`src/rtl/bcd_updown_counter_pkg.sv`:
```
// Shared constants and elaboration-time helpers for the BCD up/down counter.
// Covers the digit width, the largest legal digit value, and decimal-to-BCD conversion.
package bcd_updown_counter_pkg;

    localparam int DIGIT_W = 4;
    localparam logic [DIGIT_W-1:0] DIGIT_MAX = 4'd9;
    localparam int MAX_DIGITS = 8;

    // Packs a decimal value into up to eight BCD digits, least significant digit in bits [3:0].
    function automatic logic [DIGIT_W*MAX_DIGITS-1:0] dec_to_bcd(input int unsigned value);
        logic [DIGIT_W*MAX_DIGITS-1:0] r;
        int unsigned v;
        r = '0;
        v = value;
        for (int i = 0; i < MAX_DIGITS; i++) begin
            r[i*DIGIT_W +: DIGIT_W] = DIGIT_W'(v % 10);
            v = v / 10;
        end
        return r;
    endfunction

endpackage

```
`src/rtl/bcd_updown_counter_digit.sv`:
```
// One decimal digit of the counter chain.
// When cin is set, this digit steps up or down by one and raises cout when it rolls over.
module bcd_digit
    import bcd_updown_counter_pkg::*;
(
    input  logic [DIGIT_W-1:0] digit_in,
    input  logic               up_dn,
    input  logic               cin,
    output logic [DIGIT_W-1:0] digit_out,
    output logic               cout
);

    always_comb begin
        digit_out = digit_in;
        cout      = 1'b0;
        if (cin) begin
            if (up_dn) begin
                if (digit_in >= DIGIT_MAX) begin
                    digit_out = '0;
                    cout      = 1'b1;
                end else begin
                    digit_out = digit_in + DIGIT_W'(1);
                end
            end else begin
                if (digit_in == '0) begin
                    digit_out = DIGIT_MAX;
                    cout      = 1'b1;
                end else begin
                    digit_out = digit_in - DIGIT_W'(1);
                end
            end
        end
    end

endmodule

```
`src/rtl/bcd_updown_counter.sv`:
```
// Multi-digit BCD up/down counter with load, a programmable terminal value, and wrap or saturate behaviour.
// Limit handling and load validation are done here; the digit chain only performs the raw decimal step.
module bcd_updown_counter
    import bcd_updown_counter_pkg::*;
#(
    parameter int NUM_DIGITS = 2,
    parameter int MAX_COUNT  = 99,
    parameter bit SATURATE   = 1'b0
) (
    input  logic                      clk,
    input  logic                      reset,
    input  logic                      enable,
    input  logic                      up_dn,
    input  logic                      load,
    input  logic [4*NUM_DIGITS-1:0]   load_val,
    output logic [4*NUM_DIGITS-1:0]   count,
    output logic                      tc,
    output logic                      wrap,
    output logic                      load_err
);

    localparam int W = DIGIT_W * NUM_DIGITS;
    localparam logic [DIGIT_W*MAX_DIGITS-1:0] MAX_BCD_ALL = dec_to_bcd(MAX_COUNT);
    localparam logic [W-1:0] MAX_BCD = MAX_BCD_ALL[W-1:0];

    logic [NUM_DIGITS:0] carry;
    logic                carry_unused;
    logic [W-1:0]        stepped;
    logic [W-1:0]        count_step;
    logic                nibbles_ok;
    logic                load_ok;

    assign carry[0]     = 1'b1;
    assign carry_unused = carry[NUM_DIGITS];

    for (genvar g = 0; g < NUM_DIGITS; g++) begin : g_digit
        bcd_digit u_digit (
            .digit_in  (count[g*DIGIT_W +: DIGIT_W]),
            .up_dn     (up_dn),
            .cin       (carry[g]),
            .digit_out (stepped[g*DIGIT_W +: DIGIT_W]),
            .cout      (carry[g+1])
        );
    end

    assign tc = up_dn ? (count == MAX_BCD) : (count == '0);

    // At a limit the raw decimal step is overridden; elsewhere it cannot leave 0..MAX_COUNT.
    always_comb begin
        count_step = stepped;
        if (tc) begin
            if (SATURATE)
                count_step = count;
            else
                count_step = up_dn ? '0 : MAX_BCD;
        end
    end

    always_comb begin
        nibbles_ok = 1'b1;
        for (int i = 0; i < NUM_DIGITS; i++) begin
            if (load_val[i*DIGIT_W +: DIGIT_W] > DIGIT_MAX)
                nibbles_ok = 1'b0;
        end
    end

    // With all nibbles valid, BCD ordering matches decimal ordering.
    assign load_ok = nibbles_ok && (load_val <= MAX_BCD);

    always_ff @(posedge clk) begin
        if (reset) begin
            count    <= '0;
            wrap     <= 1'b0;
            load_err <= 1'b0;
        end else if (load) begin
            if (load_ok)
                count <= load_val;
            load_err <= ~load_ok;
            wrap     <= 1'b0;
        end else if (enable) begin
            count    <= count_step;
            wrap     <= tc;
            load_err <= 1'b0;
        end else begin
            wrap     <= 1'b0;
            load_err <= 1'b0;
        end
    end

endmodule

```
`config.mk`:
```
export PLATFORM = sky130hd
export DESIGN_NAME = bcd_updown_counter
export DESIGN_NICKNAME = d
export VERILOG_FILES = /design/src/rtl/bcd_updown_counter_pkg.sv /design/src/rtl/bcd_updown_counter_digit.sv /design/src/rtl/bcd_updown_counter.sv
export SDC_FILE = /design/constraint.sdc
export NUM_CORES = 1
export LEC_CHECK = 0
export CAP_MARGIN = 20
export CORE_UTILIZATION = 50
export CTS_BUF_LIST = sky130_fd_sc_hd__clkbuf_4 sky130_fd_sc_hd__clkbuf_8
export DETAILED_ROUTE_END_ITERATION = 7
export PLACE_DENSITY_LB_ADDON = 0.08
export SLEW_MARGIN = 20
export SYNTH_ARGS = -nofsm -noshare
export SYNTH_HDL_FRONTEND = slang
export SYNTH_SLANG_ARGS = --single-unit
```
`constraint.sdc`:
```
create_clock -name clk -period 2.25 [get_ports clk]
set_input_delay 0.3375 -clock clk [delete_from_list [all_inputs] [get_ports clk]]
set_output_delay 0.3375 -clock clk [all_outputs]
set_load 0.05 [all_outputs]
```
==> key figures <==
Setup path
  • Critical Path Start Type: flip-flop
  • Element type at the critical path end: output pin
  • Worst path cell trace: inv_1 -> ha_1 -> nand4_1 -> buf_4 -> o41ai_4 -> buf_12
  • CP required: 1.91 ns
  • Bufs and invs on worst path: 3
  • CP max stage delay: 0.36 ns
  • Worst path arrival time: 1.79 ns
  • FF-to-FF path depth: 8
  • Worst Setup Path Type: flip-flop to output pin
  • Delay-heaviest family, CP: buffers and inverters
  • Maximum fanout along the worst path: 6
  • CP max-delay cell: dfxtp_1
  • Critical path depth: 6

Die
  • Core ar.: 1750 um^2
  • Initial Util: 0.541
  • Die Height: 45.5 um
  • Die X: 45.5 um
  • Row Count: 15
  • I/O Pins: 24
  • Die area: 2070 um^2

Clocking
  • Post-CTS Hold Buffers: 0
  • Clock Sinks: 10
  • CTS root buf: clkbuf_4
  • CTS tree: yes
  • Clk slew on worst S/H paths: 0.06 ns
  • Max Root-Sink Buffers: 2
  • H-tree levels: 1
  • Skew-Pair Late Insertion Delay: 0.26 ns
  • CTS Buf Count: 3

Synthesis
  • Largest family of logic cells by synthesized area: compound AO/OA/AOI/OAI gates
  • Mapped Area: 945 um^2
  • Yosys cell types: 41
  • EDFF count, synth: 0
  • #FFs+latches synth: 10
  • Post-Synth Simple-Gate Area: 0.236
  • Mapped Cells: 126
  • Yosys Warn Count: 0
  • Mux contribution to synthesized area: 0.0119
  • Asr flop ratio synth: 0
  • Dominant synthesized flop cell: dfxtp_1
  • Adder-Cell Fraction of Synth Area: 0.0795
  • Syn_nets: 145
  • Post-synthesis sequential area ratio: 0.212
  • Compound-cell area share of the yosys netlist: 0.377
  • Xor and xnor area share after synthesis: 0
  • Syn_area_per_cell: 7.50 um^2

Power
  • Power per cell area: 520 nW/um^2
  • Peak VDD IR: 0.000391 V
  • Total power: 0.675 mW
  • Leakage: 0.491 nW

Placement
  • Post-Place Setup Slack: 0.120 ns
  • Gp weighted congestion: 0.865
  • Cell Area, Placed: 1260 um^2
  • I/O Buffers: 23
  • Hpwl dp: 1840 um

Finish
  • Commonest non-fill, non-tap cell in the layout: clkdlybuf4s50_1
  • Layout filler cell count: 130
  • Antenna diodes: 0
  • Layout area overhead: 37.4%
  • Most frequent cells in the layout: clkdlybuf4s50_1, o21ai_0, nand2_1
  • Fraction of layout cells with a size suffix above 1: 0.150
  • Post-route cell area: 1300 um^2
  • Final #Nets: 174

Global route
  • First-pass GRT wire length: 3810 um
  • Largest net degree at the start of global routing: 13
  • Total GRT Usage: 0.253
  • Initial antenna violation count: 0
  • Remaining Overflow, GRT: 0
  • Vias in the first global route: 904

STA
  • Max-slew violations: 0
  • Setup-failing EPs final: 0
  • Min cycle time layout: 2.13 ns
  • Fin Hold WS: 0.584 ns
  • Skew final: 0.000136 ns
  • Worst slew margin: 0.665
  • Final worst slack: 0.120 ns
  • Number of hold violations in the final report: 0
  • RSZ-0062 raised after global routing: false
  • Least-Margin Pin Slew: 0.501 ns
  • Fmax: 469 MHz
  • Final period utilization: 0.947

Min path
  • Hold-critical path depth: 2
  • HP Class: flip-flop to flip-flop

Drt
  • Initial drt markers: 56
  • Via density: 6.09
  • DR DRC count: 0
  • Antenna Nets Post-Route: 0
  • First-pass DRT Iterations: 4
  • Routed via count: 1084
  • DR WL/cell: 13.4 um
  • Total wire length: 2390 um

Status
  • Status: completed

Job
  • Max-Cap Viols: 0
per-layer routing:
layer  vias to the layer above  global-route usage  part of all wire
met5                         -                   0                 0
met4                         0               0.152             0.023
met3                         6              0.0198             0.050
met2                        40               0.369              0.45
met1                       497               0.359              0.47
li1                        541                   -                 -
synthesized netlist by cell type (3+ instances only):
library cell,number,area (um^2)
a31oi_1,5,31.3
clkbuf_1,5,18.8
a21oi_1,5,25.0
inv_1,8,30.0
o21ai_0,12,60.1
nor3b_1,3,22.5
dfxtp_1,10,200
o21bai_1,4,30.0
nand4_1,3,18.8
nand3_1,3,15.0
a211oi_1,3,22.5
ha_1,6,75.1
nand2_1,11,41.3
nor2_1,9,33.8
repair_timing:
action	CTS	global route
buffers inserted	0	0
setup endpoints to repair	0	1
resized for setup	0	4
metrics by stage:
step           cells  setup TNS [ns]   util
2_1_floorplan    126         -0.0267      -
3_3_place_gp     175               0  0.720
3_5_place_dp     175               0  0.720
4_1_cts          178               0  0.733
5_1_grt          178               0  0.743
6_report         178               0  0.743
flip-flops by register name, indices dropped and copies added (netlist names):
name	flops
count	8
load_err	1
wrap	1
report_power, final:
group | switching [mW] | internal (mW)
clock network | 0.0564 | 0.0616
logic | 0.191 | 0.142
registers | 0.0299 | 0.193
path summary, 6_finish.rpt:
kind / from / to / slack (ns)
min reg2reg: count[4] / count[4] / 0.58
min: count[4] / count[4] / 0.58
max: count[5] / tc / 0.12
max reg2reg: count[5] / count[2] / 0.22
area by class of cell:
class                   instances  area [um^2]  share of cell area
multi-input cells              99          701               0.540
repair buffers                 32          308               0.237
flip-flops and latches         10          201               0.155
inverters                       9         33.8              0.0260
well taps                      25         31.3              0.0241
clock buffers                   3         22.5              0.0174
worst reg2reg max path, cell delays in order, from the launching register on:
cell      delay, ns
dfxtp_1        0.43
inv_1          0.10
ha_1           0.25
nand4_1        0.14
buf_4          0.14
o41ai_1        0.06
a21oi_1        0.30
o221ai_1       0.22
a311oi_1       0.29
cells by family (layout without fill, tap and decap cells):
group                    Yosys count  in the layout
adder cells (fa/ha/maj)            6              6
AND/OR/NAND/NOR                   42             42
flip-flops                        10             10
buffers and inverters             17             44
AO/OA/AOI/OAI                     50             50
multiplexers                       1              1
No activity file was read; power rests on OpenSTA's default activity.
==> RTL change, RTL diff (config.mk and constraints unchanged) <==
Set the parameter `SATURATE` to 1'b1 (it was 1'b0).
--- a/src/rtl/bcd_updown_counter.sv
+++ b/src/rtl/bcd_updown_counter.sv
@@ -5,7 +5,7 @@
 #(
     parameter int NUM_DIGITS = 2,
     parameter int MAX_COUNT  = 99,
-    parameter bit SATURATE   = 1'b0
+    parameter bit SATURATE   = 1'b1
 ) (
     input  logic                      clk,
     input  logic                      reset,
Check against the original RTL: not equivalent (a bounded check fails within 4 cycles, from zero or initial values and one cycle with reset high).
==> RTL change against the original RTL <==
  * Largest cell class unchanged
  * Power grew 7.3%
  * Clock skew grew 3.0 ps
  * Critical path depth is the same
  * Area after synthesis shrank 0.53%
  * Final area shrank 3.6%
  * Wire length shrank 6.2%
  * Highest routed layer unchanged
  * Sequential cell count is the same
  * Synthesized cell count shrank 5.6%
  * Sequential share of layout area grew 0.47 points
  * Global-route usage grew 0.086 points
  * Worst setup slack lost 19 ps
==> RTL change: results (changes against the original RTL) <==
Drt:
- The met3 routed wirelength was 128 um (+6.7%).
- The detailed-routing wirelength on met1 is 1.07 mm (-5.3%).
- The wire length on met2 is 1.01 mm (-7.4%).
- The number of vias after detailed routing is 979 (-9.7%).
- The vias per cell is 5.76 (-5.4%).
- The routed length per instance is 13.2 um (-1.8%).
- The iteration-0 DRC count of the detailed router is 44 (-21%).

Pwr:
- The worst voltage drop across the vdd grid is 0.465 mV (+19%).
- The static leakage is 0.000508 uW (+3.3%).
- The clock network fraction of total power is 16.1% (-1.4 points).
- The internal power came to 427 uW (+7.5%).
- The power per unit of standard cell area was 578 mW/mm^2 (+11%).

Layout:
- The fraction of layout instances using a drive strength above 1 was 16.6% (+1.5 points).
- The final-layout clock-cell area share is 1.80% (+0.064 points).
- The fill cell total of the finished layout was 158 (+22%).
- The utilization after layout is 71.7% (-2.7 points).
- The sequential cell area is 200 um^2 (-0.62%).
- The count of inverters not on the clock network in the layout came to 12 (+3).
- The post-layout net count was 166 (-4.6%).

Placement:
- The final weighted congestion in routability-driven placement was 0.843 (-2.5%).
- The total cell area at the placement stage is 0.00123 mm^2 (-2.3%).
- The HPWL reported at the end of detailed placement was 1.68 mm (-8.7%).

Run status:
- The flow ran to the end, and the final reports show no timing, DRC or antenna violations.

Yosys:
- The proportion of synthesized chip area in sequential cells was 21.3% (+0.11 points).
- The synthesized net count is 138 (-4.8%).
- In the post-synthesis netlist, the biggest area contributors are sky130_fd_sc_hd__dfxtp_1 (21%), sky130_fd_sc_hd__ha_1 (8.0%), sky130_fd_sc_hd__a21oi_1 (5.3%), sky130_fd_sc_hd__inv_1 (4.8%), sky130_fd_sc_hd__a311oi_1 (4.7%).
- The commonest cells after synthesis are sky130_fd_sc_hd__inv_1 (12), sky130_fd_sc_hd__a21oi_1 (10), sky130_fd_sc_hd__dfxtp_1 (10), sky130_fd_sc_hd__nor2_1 (9).
- The number of library cell types mapped by synthesis is 40 (-2.4%).

Worst setup path:
- The data arrival time of the critical path was 1810 ps (+20 ps).
- The slack of the worst reg-to-reg path is 200 ps (-20 ps).

Global routing:
- The global routing usage on met3 is 1.60% (-0.38 points).
- The total global-route track usage is 25.4% (+0.086 points).
- The maximum number of pins on one net before global-route repair is 15 (+2).
- The global routing usage on met2 is 39.7% (+2.9 points).
- The number of global-route vias before repair is 897 (-0.77%).

Timing:
- The worst hold margin was 522 ps (-62.1 ps).
- The maximum clock frequency came to 465 MHz (-0.87%).
- The setup skew after layout was 3.11 ps (+2.97 ps).

Floorplan:
- The chip width is 45.4 um (-0.25%).

Clock tree:
- The total number of H-tree levels was 1 (unchanged).
[RTL change: cell types whose count changed in the layout (fill, tap and decap cells not counted), moves of 3 or more]
cell,change
sky130_fd_sc_hd__a21oi_1,+5
sky130_fd_sc_hd__a311oi_1,+3
sky130_fd_sc_hd__nand2_1,-5
sky130_fd_sc_hd__o21ai_0,-10
sky130_fd_sc_hd__nor3_1,+4
sky130_fd_sc_hd__inv_1,+4
sky130_fd_sc_hd__nand4_1,-3
sky130_fd_sc_hd__a31oi_1,-4
[RTL change: kinds of logic after synthesis]
logic type,Yosys count,synth area share [%]
AND/OR/NAND/NOR,40,25.6
flip-flops,10,21.3
XOR/XNOR,3,2.80
adder cells (fa/ha/maj),6,7.99
AO/OA/AOI/OAI,39,32.2
buffers and inverters,21,10.1
[RTL change: final timing paths]
check,from,end,cells after the start
setup / recovery,count[4],tc,6
setup reg to reg,count[4],count[5],7
hold reg to reg,count[4],count[4],2
hold / removal,count[4],count[4],2
